$ cat config.mk
export PLATFORM = sky130hd
export DESIGN_NAME = pam_mod
export DESIGN_NICKNAME = d
export VERILOG_FILES = /design/src/rtl/pam_mod.sv
export SDC_FILE = /design/constraint.sdc
export NUM_CORES = 1
export LEC_CHECK = 0
export CAP_MARGIN = 30
export CORE_UTILIZATION = 57
export CTS_BUF_LIST = sky130_fd_sc_hd__clkbuf_4
export DETAILED_ROUTE_END_ITERATION = 16
export HOLD_SLACK_MARGIN = 0.03
export PLACE_DENSITY = 0.77
export SLEW_MARGIN = 40
export SYNTH_ARGS = -nofsm -noshare
export SYNTH_HDL_FRONTEND = slang
export SYNTH_SLANG_ARGS = --single-unit
$ cat constraint.sdc
create_clock -name clk -period 20 [get_ports clk]
set_input_delay 3 -clock clk [delete_from_list [all_inputs] [get_ports clk]]
set_output_delay 3 -clock clk [all_outputs]
set_load 0.05 [all_outputs]
$ cat src/rtl/pam_mod.sv
// Pulse-amplitude modulator: one buffered sample per frame, scaled by a Q.GAIN_FRAC
// gain and emitted either as a flat-top pulse or held for the whole frame.
module pam_mod #(
  parameter int DATA_W    = 16,
  parameter int CNT_W     = 8,
  parameter int GAIN_W    = 8,
  parameter int GAIN_FRAC = 7
) (
  input  logic                     clk,
  input  logic                     rst,
  input  logic signed [DATA_W-1:0] s_data,
  input  logic                     s_valid,
  output logic                     s_ready,
  input  logic [CNT_W-1:0]         period_cfg,
  input  logic [CNT_W-1:0]         width_cfg,
  input  logic [GAIN_W-1:0]        gain_cfg,
  input  logic                     mode,
  output logic signed [DATA_W-1:0] pam_out,
  output logic                     pulse_o,
  output logic                     frame_o,
  output logic                     underrun
);

  localparam int PW = DATA_W + GAIN_W + 1;
  localparam logic signed [PW-1:0] MAXV =
    PW'((64'sd1 <<< (DATA_W - 1)) - 64'sd1);
  localparam logic signed [PW-1:0] MINV = -MAXV - PW'(1);

  logic [CNT_W-1:0]         cnt_q, cnt_d, cnt_inc;
  logic                     full_q, full_d;
  logic signed [DATA_W-1:0] buf_q, buf_d;
  logic signed [DATA_W-1:0] act_q, act_d;
  logic [CNT_W-1:0]         per_q, per_d;
  logic [CNT_W-1:0]         wid_q, wid_d;
  logic [GAIN_W-1:0]        gain_q, gain_d;
  logic                     mode_q, mode_d;
  logic signed [DATA_W-1:0] pam_q, pam_d;
  logic                     pulse_q, pulse_d;
  logic                     frame_q, frame_d;
  logic                     und_q, und_d;

  logic                     fs;
  logic                     accept;
  logic                     busy;
  logic                     in_pulse;
  logic signed [PW-1:0]     prod;
  logic signed [PW-1:0]     shf;
  logic signed [DATA_W-1:0] scaled;

  assign fs      = !rst && (cnt_q == '0) && (period_cfg != '0);
  assign s_ready = !rst && (!full_q || fs);
  assign accept  = s_valid && s_ready;
  assign cnt_inc = cnt_q + CNT_W'(1);

  always_comb begin
    per_d  = fs ? period_cfg : per_q;
    wid_d  = fs ? width_cfg  : wid_q;
    gain_d = fs ? gain_cfg   : gain_q;
    mode_d = fs ? mode       : mode_q;
    act_d  = (fs && full_q) ? buf_q : act_q;
    buf_d  = accept ? s_data : buf_q;
    full_d = fs ? accept : (full_q || accept);
    und_d  = und_q || (fs && !full_q);

    cnt_d = '0;
    if (fs)
      cnt_d = (period_cfg == CNT_W'(1)) ? '0 : CNT_W'(1);
    else if (cnt_q != '0)
      cnt_d = (cnt_inc == per_q) ? '0 : cnt_inc;

    // Outputs for this cycle's count use the values the frame will run with,
    // so the frame-start cycle already sees the freshly loaded sample and gain.
    prod = $signed(act_d) * $signed({1'b0, gain_d});
    shf  = prod >>> GAIN_FRAC;
    if (shf > MAXV)
      scaled = MAXV[DATA_W-1:0];
    else if (shf < MINV)
      scaled = MINV[DATA_W-1:0];
    else
      scaled = shf[DATA_W-1:0];

    busy     = fs || (cnt_q != '0);
    in_pulse = cnt_q < wid_d;
    pulse_d  = busy && in_pulse;
    frame_d  = fs;
    pam_d    = (busy && (mode_d || in_pulse)) ? scaled : '0;
  end

  always_ff @(posedge clk) begin
    if (rst) begin
      cnt_q   <= '0;
      full_q  <= 1'b0;
      buf_q   <= '0;
      act_q   <= '0;
      per_q   <= '0;
      wid_q   <= '0;
      gain_q  <= '0;
      mode_q  <= 1'b0;
      pam_q   <= '0;
      pulse_q <= 1'b0;
      frame_q <= 1'b0;
      und_q   <= 1'b0;
    end else begin
      cnt_q   <= cnt_d;
      full_q  <= full_d;
      buf_q   <= buf_d;
      act_q   <= act_d;
      per_q   <= per_d;
      wid_q   <= wid_d;
      gain_q  <= gain_d;
      mode_q  <= mode_d;
      pam_q   <= pam_d;
      pulse_q <= pulse_d;
      frame_q <= frame_d;
      und_q   <= und_d;
    end
  end

  assign pam_out  = pam_q;
  assign pulse_o  = pulse_q;
  assign frame_o  = frame_q;
  assign underrun = und_q;

endmodule

==> impl_results.md, run 1 <==
- Outcome: completed
- RSZ-0062 raised after global routing: no
- Hold Crit Start: per_q[7]$_SDFFE_PP0N_
- FF+latch count, synth: 85
- Startpoint type of the worst setup path: primary input
- Post-Synth Adder-Cell Area: 33.5%
- Register area: 1700 µm²
- Initial cell density of the core: 58.3%
- Mean routed wirelength per cell: 15.0 µm
- Post-synth ARST share: 0%
- GRT busiest layer: met2
- Routability cong.: between 0.9 and 1
- Cell variety after synth: 65
- First-pass DRT Iterations: 5
- GRT met3 Usage: 4.51%
- F_max: 0.0919 GHz
- Hold_ws: 0.490 ns
- Post-synth top area cell: fa_1
- CTS-repair resized insts: 0
- Most frequent cell after synthesis: inv_1
- DP HPWL: 14100 µm
- Die height: 121 µm
- Syn_nets: roughly 1100
- DRC violations left: 0
- Synth Area per Inst: 8.73 µm²
- Leakage power: 4.47 nW
- Synthesized cell area: 8090 µm²
- Power density cells: 65.0 nW/µm²
- Vias per std cell: 5.45
- CTS Buf Count: 9
- Critical Path RT: 20.36 ns
- Area grow syn2layout: 11.3%
- Global-route wire length before repair: 30100 µm
- Kind of critical path: primary input to flip-flop
- Hold endpoint: per_q[7]$_SDFFE_PP0N_
- Top cells by count, synth: inv_1 (139), nor2_1 (135), nand2_1 (125)
- VDD IR max: about 30 µV
- Fin nets: 1175
- Clock transition at the registers of the reported paths: 0.13 ns
- Clock Skew: 0.0104 ns
- Slew @ Worst Pin: 0.779 ns
- Synth Area in Compound Gates: 8.80%
- Ratio of cells with drive above 1 in the final layout: 6.43%
- Crit path capture type: flip-flop
- Main combinational cell family by area after synthesis: adder cells
- Clock insertion delay at the later pin of the skew report: 0.46 ns
- # hold bufs at CTS: 0
- R2r endpoint: pam_out[3]$_SDFF_PP0_
- Clk root buf: clkbuf_4
- Worst Path Arrival: 11.25 ns
- Core Area: ~14000 µm²
- Final setup vio count: 0
- Reg2reg setup slack: 11.66 ns
- # H-tree levels: 3
- Clock sinks: 85
- GRT met1 Usage: 32.3%
- Simple-Gate Fraction of Synth Area: 18.7%
- Mux share of post-synthesis cell area: under 10%
- Antenna violations before repair: 0
- Vias in the first global route: 6614
- Hold Crit Class: flip-flop to flip-flop
- GRT Total Usage: 26.1%
- Post-synth EDFFs: 0
- Die area: 14700 µm²
- Tmin final: 10.89 ns
- Synth Instances: 927
- DIE WIDTH: between 100 and 150 µm
- Worst relative slew slack: about 47%
- Hold Path Cell Cnt: 2
- Tcrit/Tclk final: 54.4%
- Hold Fails Final Rpt: 0
- Worst R2R Path Depth: 25
- # rows: 43
- Yosys warnings: 0
- Worst r2r src: cnt_q[0]$_SDFF_PP0_
- Pin count of the biggest net entering global routing: 64
- Routed Antenna Nets: 0
- Bufs on Longest Clock Path: 2
- Vias post-DR: 6333
- Critical-path maximum fanout: 28
- Drt total wl: about 17000 µm
- Final setup TNS: 0 ns
- I/O Buffers: 63
- Multi-input gate area: around 5700 µm²
- Fin. max-slew vios: 0
- Post-CTS Setup Repair Bufs: 0
- Seq/Total Area, Yosys: 21.0%
- Synth Area in XOR/XNOR: 3.57%
- FILL cells: 1196
- Prevailing post-synth register cell: dfxtp_1
- Yosys top cell area share: between 20% and 30%
- Number of max-cap violations: 0
- Synth area leaders: fa_1 (25%), dfxtp_1 (21%), ha_1 (8.5%)
- DR iter-0 viols: between 300 and 400
- IO Count: 64
- GR Util met2: between 40% and 50%
- CTS tree: done
- GRT overflow: 0
state kept, by name, indices dropped and copies added, names as in the netlist:
signal	count
gain_q	8
frame_o	1
pulse_o	1
per_q	8
act_q	16
buf_q	16
cnt_q	8
wid_q	8
pam_out	16
underrun	1
mode_q	1
full_q	1
worst max-delay path by stage:
stage | slack (ns) | endpoint | cells past startpoint | start
3_3_place_gp | 8.56 | pam_out[3]$_SDFF_PP0_ | 24 | period_cfg[3]
5_1_grt | 8.70 | pam_out[3]$_SDFF_PP0_ | 24 | period_cfg[3]
3_5_place_dp | 8.74 | pam_out[1]$_SDFF_PP0_ | 24 | period_cfg[3]
6_report | 9.11 | pam_out[3]$_SDFF_PP0_ | 24 | period_cfg[3]
4_1_cts | 9.22 | pam_out[3]$_SDFF_PP0_ | 24 | period_cfg[3]
2_1_floorplan | 10.59 | pam_out[3]$_SDFF_PP0_ | 24 | period_cfg[3]
per-layer routing:
metal | routed length (µm) | vias to the layer above
met3 | 797 | 34
met4 | 371 | 0
met2 | 8840 | 141
met1 | 7390 | 3097
li1 | - | 3061
met5 | 0 | -
critical path, cell delays in order:
cell	delay, ns
clkdlybuf4s50_1	0.42
or4_4	0.56
nand2b_4	0.18
nand2_2	0.44
inv_2	0.27
nand2_1	0.14
buf_4	0.37
mux2i_1	0.63
nor2_1	0.14
fa_1	0.60
fa_1	0.44
fa_1	0.54
inv_1	0.05
fa_1	0.53
inv_1	0.04
ha_1	0.37
and3_1	0.27
and4_1	0.32
nand3_1	0.15
nor4_1	0.49
nor3_1	0.13
xnor2_1	0.56
o221ai_4	0.42
o41ai_1	0.15
per-stage QoR:
| step | power, mW | std cells | setup slack, ns | util (%) | cell area (µm²) |
|---|---|---|---|---|---|
| floorplan | 0.411 | 927 | 10.59 | - | 8090 |
| global placement | 0.484 | 1144 | 8.56 | 63.8 | 8850 |
| detailed placement | 0.488 | 1144 | 8.74 | 63.8 | 8850 |
| CTS | 0.587 | 1160 | 9.22 | 64.7 | 8990 |
| global route | 0.625 | 1160 | 8.70 | 64.9 | 9000 |
| finish | 0.586 | 1161 | 9.11 | 64.9 | 9010 |
where the power goes:
group	internal (mW)	leakage, nW	total [mW]	switching (mW)
Combinational	0.0955	3.71	0.275	0.180
Clock	0.0372	0.0670	0.0991	0.0619
Sequential	0.195	0.695	0.211	0.0159
cells by family after synthesis:
logic type	Yosys count
AOI/OAI and AO/OA	94
xor gates and xnor gates	33
adders and majority gates	156
buffers and inverters	174
DFF	85
muxes	47
and+or+nand+nor	338
final cells by class:
cell class	instances	share of cell area, %
antenna	1	0.0278
inverter	140	5.83
clock inverter	7	0.736
multi-input combinational	668	63.6
tap	180	2.50
clock buffer	9	0.750
timing repair buffer	71	7.61
sequential	85	18.9
placed cells by master, fill, tap and decap left out, types with 3 or more instances in the layout:
cell,n
buf_4,8
nor4_1,6
nor3_1,5
dfxtp_1,85
a31oi_1,4
ha_1,55
a21oi_1,23
o21ai_0,9
o31ai_1,4
nor2_1,135
or2_2,3
o211ai_1,4
clkbuf_4,9
and3_1,8
nor2b_1,3
a211oi_1,5
xor2_1,18
nand2_1,124
a21o_1,8
and2_1,3
o21ai_1,4
fa_1,101
nand4_1,6
o31ai_2,11
o21a_1,3
clkdlybuf4s50_1,62
inv_1,139
nand3b_1,17
mux2_2,12
mux2i_1,35
nand3_1,12
xnor2_1,15
Power figures use the tool's default switching activity.
==> run 2: changes to the inputs <==
Clock period 20 ns to 10.21 ns, I/O delays scaled along.
==> impl_results.md, run 2 (synthesized netlist as in run 1, its figures left out) <==
- Clock transition at the registers of the reported paths: about 0.13 ns
- Reg2reg setup slack: 2.65 ns
- Most common cell after layout, fill and taps aside: inv_1
- Startpoint type of the worst setup path: primary input
- Clock insertion delay at the later pin of the skew report: 0.47 ns
- Mean routed wirelength per cell: 14.8 µm
- Routed Antenna Nets: 0
- GRT Total Usage: 26.3%
- Clock power share: 18.2%
- NetSw: 0.499 mW
- Leakage power: 4.50 nW
- FILL cells: roughly 1200
- IO Count: 64
- Die area: 14700 µm²
- Power density cells: 129 nW/µm²
- Initial cell density of the core: 58.3%
- Final setup TNS: 0 ns
- Die height: 121 µm
- Sw frac: 42.6%
- DR iter-0 viols: slightly above 400
- Critical Path RT: 10.57 ns
- Slew @ Worst Pin: 0.644 ns
- Vias in the first global route: 6610
- RSZ-0062 raised after global routing: no
- Internal power: 0.673 mW
- GRT overflow: 0
- Final setup vio count: 0
- CTS tree: done
- Hold Crit Start: buf_q[3]$_SDFFE_PP0P_
- Final core occ: about 65%
- Vias per std cell: 5.41
- Bufs on Longest Clock Path: 2
- Hold Path Cell Cnt: 2
- # rows: 43
- DIE WIDTH: 121 µm
- Register area: 1700 µm²
- # H-tree levels: 3
- Antenna violations before repair: 0
- Logic pwr share: 46.5%
- CTS-repair resized insts: 0
- Crit path capture type: flip-flop
- Routability cong.: 0.916
- Area grow syn2layout: 11.8%
- Pin count of the biggest net entering global routing: 63
- Most frequent cells in the layout: inv_1 (139), nor2_1 (135), nand2_1 (125), fa_1 (101), dfxtp_1 (85)
- Tmin final: 8.68 ns
- DRC violations left: 0
- Hold endpoint: buf_q[3]$_SDFFE_PP0P_
- Clock sinks: 85
- Clk root buf: clkbuf_4
- Worst relative slew slack: 55.9%
- I/O Buffers: 63
- Ratio of cells with drive above 1 in the final layout: 6.71%
- Multi-input gate area: 5730 µm²
- Clock Skew: 0.0197 ns
- ANT cells: 0
- Worst Path Arrival: about 9 ns
- Core Area: 13900 µm²
- Worst R2R Path Depth: 25
- DP HPWL: about 14000 µm
- Fin. max-slew vios: 0
- Drt total wl: approximately 17000 µm
- # hold bufs at CTS: 0
- Global-route wire length before repair: 30400 µm
- Kind of critical path: primary input to flip-flop
- Tcrit/Tclk final: 85.0%
- Hold Fails Final Rpt: 0
- Post-CTS Setup Repair Bufs: 0
- Number of max-cap violations: 0
- Fin nets: ~1200
- VDD IR max: 73.3 µV
- F_max: 0.115 GHz
- Critical-path maximum fanout: 24
- CTS Buf Count: 9
- Outcome: completed
- Tot Pwr: 1.17 mW
- Worst r2r src: cnt_q[0]$_SDFF_PP0_
- Register share of total power: a little over a third
- Vias post-DR: about 6300
- First-pass DRT Iterations: 6
- R2r endpoint: pam_out[9]$_SDFF_PP0_
- Hold Crit Class: flip-flop to flip-flop
## run 2: cell count changes in the layout (fill, tap and decap cells not counted)
cell        change
clkinvlp_4      -1
clkinv_4        -1
clkbuf_4        +1
diode_2         -1
nand2_2         -1
buf_4           +4
bufinv_16       +1
nand2_1         +1
clkinv_1        -1
## run 2: stage by stage
step                      cell area [µm²]  instances  worst slack, ns  hold WS, ns
after floorplan                      8090        927             2.27        0.448
after global placement               8880       1148             1.04        0.449
after detailed placement             8880       1148            0.854        0.470
after CTS                            9030       1163             1.36        0.489
after global routing                 9050       1163             1.04        0.503
final                                9050       1163             1.53        0.491
## run 2: how the worst max path moves through the flow
stage	to	slack (ns)	start	cells past startpoint
floorplan	pam_out[3]$_SDFF_PP0_	2.27	period_cfg[3]	24
global placement	pam_out[9]$_SDFF_PP0_	1.04	period_cfg[3]	25
detailed placement	pam_out[9]$_SDFF_PP0_	0.85	period_cfg[3]	25
CTS	pam_out[9]$_SDFF_PP0_	1.36	period_cfg[3]	25
global route	pam_out[9]$_SDFF_PP0_	1.04	period_cfg[3]	24
finish	pam_out[9]$_SDFF_PP0_	1.53	period_cfg[3]	24
## run 2: worst max-delay path, stage by stage
cell             delay (ns)
clkdlybuf4s50_1        0.42
or4_4                  0.57
nand2b_4               0.18
nand2_1                0.10
inv_2                  0.14
nand2_1                0.25
buf_4                  0.38
mux2i_1                0.56
nor2_1                 0.15
fa_1                   0.58
fa_1                   0.44
fa_1                   0.54
inv_1                  0.05
fa_1                   0.53
inv_1                  0.04
ha_1                   0.37
and3_1                 0.28
and4_1                 0.30
nand3_1                0.12
nor4_1                 0.29
nor3_1                 0.12
xnor2_1                0.47
a21oi_4                0.19
o41ai_1                0.40
## run 2: final cells by class
| type | instances | area share, % |
|---|---|---|
| clock inverter | 5 | 0.843 |
| timing repair buffer | 75 | 7.91 |
| tap | 180 | 2.49 |
| clock buffer | 10 | 0.830 |
| multi-input combinational | 668 | 63.3 |
| inverter | 140 | 5.81 |
| sequential | 85 | 18.8 |
## run 2: layer usage
layer	part of all wire, %	GRT usage [%]	up-vias	wire length [µm]
li1	-	-	3068	-
met1	44	33.1	3064	7570
met2	49	46.6	135	8510
met3	4.3	3.90	30	736
met4	2.2	7.95	0	374
met5	0	0	-	0
## run 2: power groups by stage
stage / Clock [mW] / Sequential, mW / Combinational, mW
after floorplan: 0 / 0.474 / 0.330
after global placement: 0 / 0.421 / 0.530
after detailed placement: 0 / 0.422 / 0.538
after CTS: 0.217 / 0.414 / 0.541
after global routing: 0.230 / 0.419 / 0.597
final: 0.213 / 0.413 / 0.545
